File: src/rtl/digit_scan_ctrl.sv
// digit_scan_ctrl: round-robin channel sequencer for a 2-to-4 decoder.
// Each enabled channel gets a blanking gap (sel_vld low) followed by a
// dwell window (sel_vld high). sel only moves while sel_vld is low, unless
// BLANK is 0.
module digit_scan_ctrl #(
    parameter int DWELL = 8,
    parameter int BLANK = 1
) (
    input  logic       clk,
    input  logic       rst_n,
    input  logic       en,
    input  logic [3:0] mask,
    output logic [1:0] sel,
    output logic       sel_vld,
    output logic       frame_done
);

    typedef enum logic [1:0] {S_IDLE, S_BLANK, S_DWELL} state_t;

    localparam logic [15:0] D_LAST = 16'(DWELL - 1);
    localparam logic [15:0] B_LAST = (BLANK > 0) ? 16'(BLANK - 1) : 16'd0;

    state_t      state_q, state_d;
    logic [1:0]  ptr_q, ptr_d;
    logic [15:0] cnt_q, cnt_d;
    logic [1:0]  sel_q, sel_d;
    logic        vld_q, vld_d;
    logic        fd_q, fd_d;

    logic        nxt_found;
    logic [1:0]  nxt_idx;
    logic [1:0]  cand;
    logic        do_sel;

    // Next-channel search: first set mask bit at ptr+1 .. ptr+4 (mod 4).
    // Walking from far to near lets the nearest hit win.
    always_comb begin
        nxt_found = 1'b0;
        nxt_idx   = 2'b00;
        cand      = 2'b00;
        for (int i = 4; i >= 1; i--) begin
            cand = ptr_q + 2'(i);
            if (mask[cand]) begin
                nxt_found = 1'b1;
                nxt_idx   = cand;
            end
        end
    end

    // Next-state and registered-output computation.
    always_comb begin
        state_d = state_q;
        ptr_d   = ptr_q;
        cnt_d   = cnt_q;
        sel_d   = sel_q;
        vld_d   = vld_q;
        fd_d    = 1'b0;
        do_sel  = 1'b0;
        if (!en) begin
            // Stopping forgets the position so a restart begins at the
            // lowest enabled channel.
            state_d = S_IDLE;
            ptr_d   = 2'b11;
            cnt_d   = '0;
            vld_d   = 1'b0;
        end else begin
            case (state_q)
                S_IDLE:  do_sel = 1'b1;
                S_BLANK: begin
                    if (cnt_q == B_LAST) begin
                        state_d = S_DWELL;
                        cnt_d   = '0;
                        vld_d   = 1'b1;
                    end else begin
                        cnt_d = cnt_q + 16'd1;
                    end
                end
                S_DWELL: begin
                    if (cnt_q == D_LAST) do_sel = 1'b1;
                    else                 cnt_d  = cnt_q + 16'd1;
                end
                default: state_d = S_IDLE;
            endcase
            if (do_sel) begin
                cnt_d = '0;
                if (nxt_found) begin
                    sel_d = nxt_idx;
                    ptr_d = nxt_idx;
                    // A select straight out of IDLE starts a frame, so it
                    // never counts as a wrap.
                    fd_d  = (state_q == S_DWELL) && (nxt_idx <= ptr_q);
                    if (BLANK > 0) begin
                        state_d = S_BLANK;
                        vld_d   = 1'b0;
                    end else begin
                        state_d = S_DWELL;
                        vld_d   = 1'b1;
                    end
                end else begin
                    state_d = S_IDLE;
                    vld_d   = 1'b0;
                end
            end
        end
    end

    // State and output registers.
    always_ff @(posedge clk or negedge rst_n) begin
        if (!rst_n) begin
            state_q <= S_IDLE;
            ptr_q   <= 2'b11;
            cnt_q   <= '0;
            sel_q   <= 2'b00;
            vld_q   <= 1'b0;
            fd_q    <= 1'b0;
        end else begin
            state_q <= state_d;
            ptr_q   <= ptr_d;
            cnt_q   <= cnt_d;
            sel_q   <= sel_d;
            vld_q   <= vld_d;
            fd_q    <= fd_d;
        end
    end

    assign sel        = sel_q;
    assign sel_vld    = vld_q;
    assign frame_done = fd_q;

endmodule

File: config.mk
export PLATFORM = sky130hd
export DESIGN_NAME = digit_scan_ctrl
export DESIGN_NICKNAME = d
export VERILOG_FILES = /design/src/rtl/digit_scan_ctrl.sv
export SDC_FILE = /design/constraint.sdc
export NUM_CORES = 1
export LEC_CHECK = 0
export CORE_ASPECT_RATIO = 0.9
export CORE_MARGIN = 2
export CORE_UTILIZATION = 45
export DETAILED_ROUTE_END_ITERATION = 10
export SLEW_MARGIN = 20
export SYNTH_ARGS = -nofsm -noshare
export SYNTH_HDL_FRONTEND = slang
export SYNTH_SLANG_ARGS = --single-unit
File: constraint.sdc
create_clock -name clk -period 2.4 [get_ports clk]
set_clock_uncertainty 0.15 [all_clocks]
set_input_delay 0.36 -clock clk [delete_from_list [all_inputs] [get_ports clk]]
set_output_delay 0.36 -clock clk [all_outputs]
set_load 0.02 [all_outputs]
# Word-level counts from Yosys, hierarchy flattened
# Cells that the tools add are included.
[word_totals] register_bits=24 inputBits=7 output_inout_bits=4 elab_cells=74
[op_classes] addsub=4 magnitude_cmp=5 eq_ne=11 muxes=39 n_reduce_logical=9
[op_table] cell="2-to-1 mux 16 bit" count=4
[op_table] cell="case mux 16 bit (2 select lines)" count=1
[op_table] cell="2-to-1 mux 2 bit" count=10
[op_table] cell="2-to-1 mux 1 bit" count=18
[op_table] cell="adder 16 x 1 -> 16 bit, second input constant" count=1
[op_table] cell="equality test 16 x 3 -> 1 bit, second input constant" count=1
[op_table] cell="logical NOT 16 bit" count=1
[op_table] cell="< comparator 2 x 3 -> 1 bit, second input constant" count=4
[op_table] cell="binary-select mux 1 bit (select 2 bit)" count=4
[op_table] cell="inequality test 4 bit, second input constant" count=2
[op_table] cell="AND reduction 2 bit" count=4
[op_table] cell="inequality test 3 x 1 -> 1 bit, second input constant" count=2
[op_table] cell="adder 2 bit, second input constant" count=2
[op_table] cell="inequality test 2 x 1 -> 1 bit, second input constant" count=2
[op_table] cell="inequality test 4 x 1 -> 1 bit, second input constant" count=1
[op_table] cell="case mux 2 bit (2 select lines)" count=1
[op_table] cell="inequality test 3 x 2 -> 1 bit, second input constant" count=1
[op_table] cell="AND reduction 3 bit" count=1
[op_table] cell="adder 2 x 1 -> 2 bit, second input constant" count=1
[op_table] cell="equality test 2 x 1 -> 1 bit, second input constant" count=1
[op_table] cell="equality test 2 bit, second input constant" count=1
[op_table] cell="less-or-equal comparator 2 bit" count=1
[op_table] cell="logical NOT 2 bit" count=1
[op_table] cell="case mux 1 bit (2 select lines)" count=1
[op_table] cell="2 further kinds" count=2

# Longest topological paths before layout
[logic_depth] depth_word=11 mapped_depth=8 ltp_nobuf=8

# Worst setup path after synthesis
# OpenSTA, ideal clock, no wires.
[synth_path] kind="reg2reg" startpoint="register state_q[0]" endpoint="register sel_q[1], in the netlist sel[1]" setup_ns=0.125 arrival_time_ns=1.662 t_required_ns=2.125 setup_slack_ns=0.463 path_stages_with_launch=7 path_buffers=0 synth_period_minus_slack_ns=1.937 cell_sequence="dfrtp_1 > inv_1 > ha_1 > and4b_1 > nand4_1 > a211o_1 > mux2_4"
[synth_between] elab_chain_len=4 word_cells_on_any_way=5 cone_classes="1 x eq/ne; 2 x mux; 2 x reduce/logical"
[synth_rtl] element="start: declaration" line_no="23" source="state_t state_q, state_d;"
[synth_rtl] element="start signal: assignment" line_no="117" source="state_q <= state_d;"
[synth_rtl] element="equality test 2 bit or logical NOT 2 bit (tied branches)" line_no="67" source="case (state_q)"
[synth_rtl] element="case mux 1 bit (2 select lines) (*)" line_no="67"
[synth_rtl] element="2-to-1 mux 1 bit (*)" line_no="59" source="if (!en) begin"
[synth_rtl] element="AND reduction 3 bit (no source line) (*)"
[synth_rtl] element="end signal: assignment" line_no="120" source="sel_q <= sel_d;"
[synth_rtl] element="end: declaration" line_no="26" source="logic [1:0] sel_q, sel_d;"
# Mark *: on every way between the ends. The rest lies on a longest branch, timed or not. The select of a mux whose other input is x is not followed.
# A chain may end at the register's enable or synchronous reset.

# Worst setup path in the final report
# Ends and elaborated chain as after synthesis.

==> impl_metrics.csv <==
group,metric,value,unit
status,status,"finished clean",
finish,antenna_cells,0,
clock_network,clk_pin_slew,90,ps
timing,drv_slew,0,
job,drv_cap,0,
grt,grt_pass1_vias,1187,
floorplanning,start_util,47.9,%
yosys,synth_nets,175,
route,wl_per_cell,14.3,µm
timing,fmax,0.491,GHz
route,num_vias,1207,
yosys,synth-seq-cells,24,
yosys,yosysWarnings,0,
timing,tightest_slew,498,ps
grt,grt_usage,18.9,%
route,avgViaCountPerCell,5.54,
timing,max-slew-margin-rel,66.7,%
power,leakage,0.000730,µW
route,wirelength,3120,µm
power,p_per_area,635,mW/mm²
worst_hold_path,hold_path.class,"in -> async",
yosys,yosys.cell_types.count,41,
clock_network,htreeDepth,1,
worst_setup_path,critical_path.max_fanout,4,
worst_setup_path,cp.required,2410,ps
yosys,syn_inst,160,
clock_network,cts_resized,0,
floorplanning,io_pins,11,
clock_network,ctsHoldBuffers,0,
worst_setup_path,crit_path_end_kind,"register",
finish,final_cell_mix,"dfrtp_1, nor2_1, inv_1",
finish,drive_gt1_share,10.2,%
timing,setup_total_negative_slack,0,ps
finish,areaGrowthSynthToFinish,17.0,%
floorplanning,die_h,58.6,µm
floorplanning,dieArea,0.00379,mm²
route,postRouteAntennaNets,0,
grt,antenna_found_initial,0,
worst_setup_path,crit_arrival,2050,ps
grt,grt_max_degree,16,
worst_setup_path,crit_type,"reg -> reg",
placed_design,place_hpwl,2310,µm
route,first_pass_iters,4,
timing,fin_crit,2040,ps
timing,hold-worst-slack,270,ps
clock_network,clk_latency,270,ps
clock_network,clockRootBuffer,"clkbuf_8",
clock_network,cts_tree,"yes",
timing,setup_ws,364,ps
finish,final_common_cell,"dfrtp_1",
route,dr.first_iter.drc_count,77,
timing,fin_crit_sh,84.8,%
power,vdd_ir_drop_max,0.000278,V
grt,grt_pass1_wl,5530,µm
placed_design,place_congestion,0.772,
clock_network,clockBufferDepth,2,
placed_design,portBuffers,10,
route,drcViolationCount,0,
timing,hold_viol,0,
clock_network,postCtsSetupBuffers,0,
floorplanning,die_w,64.7,µm
finish,fin_nets,192,
floorplanning,num_rows,19,
clock_network,cts.sinks,24,
clock_network,numCtsBuffers,3,
floorplanning,core-area,0.00311,mm²
placed_design,dp_worst_setup_slack,174,ps
yosys,seq_area_frac_synth,40.4,%
worst_setup_path,cp-start-kind,"register",
timing,rsz0062_at_grt,"no",
yosys,syn_area,0.00149,mm²
yosys,synth.avg_cell_area,9.32,µm²
grt,gr-total-overflow,0,
timing,setup_violations,0,
finish,final_util,56.0,%
[worst paths after layout]
| check | from | to | slack, ps | depth (start not counted) |
|---|---|---|---|---|
| max in group asynchronous | rst_n | cnt_q[13] | 1240 | 2 |
| worst min register to register | sel[1] | sel[1] | 380 | 1 |
| worst max-delay path | state_q[0] | sel[1] | 360 | 6 |
| min in group clk | sel[1] | sel[1] | 380 | 1 |
| worst max register to register | state_q[0] | sel[1] | 360 | 6 |
| worst min-delay path | rst_n | cnt_q[2] | 270 | 1 |
[synthesized netlist by cell type]
cell type,n,area share (%)
nand3_1,5,1.7
a22o_1,1,0.59
a32oi_1,1,0.59
o21ai_0,1,0.34
a211o_1,1,0.59
nor4_2,2,1.7
o211ai_1,4,2.0
nand4b_1,2,1.2
nand2_1,8,2.0
nor3_1,4,1.3
mux2i_1,2,1.3
buf_2,3,1.0
and4b_1,1,0.67
and4_1,1,0.59
o2bb2a_1,1,0.67
a21o_1,2,1.0
xor2_1,3,1.8
a2111oi_0,1,0.59
nand2b_1,5,2.1
nand4_1,8,3.4
ha_1,8,6.7
xnor2_1,10,5.9
nor4_1,4,1.7
a21oi_1,7,2.3
nand3b_1,1,0.50
and2_1,1,0.42
nor4_4,1,1.4
mux2_4,1,1.0
o22ai_1,1,0.42
a31oi_1,2,0.84
nor2b_1,3,1.3
dfstp_2,2,3.5
nand4_2,1,0.84
and3_1,1,0.42
or3_1,1,0.42
inv_1,14,3.5
nor3b_1,2,1.0
or4_1,1,0.50
dfrtp_1,22,37
nor2_1,19,4.8
clkbuf_1,2,0.50
[power breakdown]
group / leakage (µW) / switching (µW) / total (µW) / internal, µW
Sequential: 0.000323 / 27.8 / 468 / 441
Clock: 0.0000357 / 135 / 358 / 223
Combinational: 0.000372 / 150 / 281 / 131
[flip-flops by register name, indices dropped and copies added (netlist names)]
register and cells:
frame_done 1, sel_vld 1, cnt_q 16, sel 2, state_q 2, ptr_q 2
[cells by family (layout without fill, tap and decap cells)]
family                   count (synthesis)  in the layout  share of synthesized area [%]
flip-flops                              24             24                           40.4
multiplexers                             3              3                           2.35
adder cells (fa/ha/maj)                  8              8                           6.71
AND/OR/NAND/NOR                         71             71                           27.9
buffers and inverters                   19             35                           5.03
XOR/XNOR                                13             13                           7.63
AO/OA/AOI/OAI                           22             22                           9.98
[cell type report]
class                           instances  area (µm²)
Tap cell                               42        52.6
Clock buffer                            3        41.3
Inverter                               14        52.6
Timing Repair Buffer                   17         153
Multi-Input combinational cell        117         813
Clock inverter                          1        30.0
Sequential cell                        24         603
Fill cell                             284        1370
[per-stage QoR]
stage,area [µm²],cells,total power [µW]
after floorplan,1490,160,649
after global placement,1670,214,747
after detailed placement,1670,214,758
after CTS,1750,218,1120
after global routing,1750,218,1170
final,1750,218,1110
[routing by layer]
metal  global-route usage, %  vias to the layer above  wire length [µm]  share of wire [%]
met4                    6.08                        0                31               0.99
met3                    2.87                        4                81                2.6
met2                    31.0                       17              1440                 46
li1                        -                      598                 -                  -
met1                    26.2                      588              1570                 50
met5                       0                        -                 0                  0
[worst max-delay path: stages, from the launching register on]
cell and delay, ps:
dfrtp_1 420, inv_1 110, ha_1 180, and4b_1 200, nand4_1 130, a211o_1 410, mux2_4 320
No activity file was read; power rests on OpenSTA's default activity.
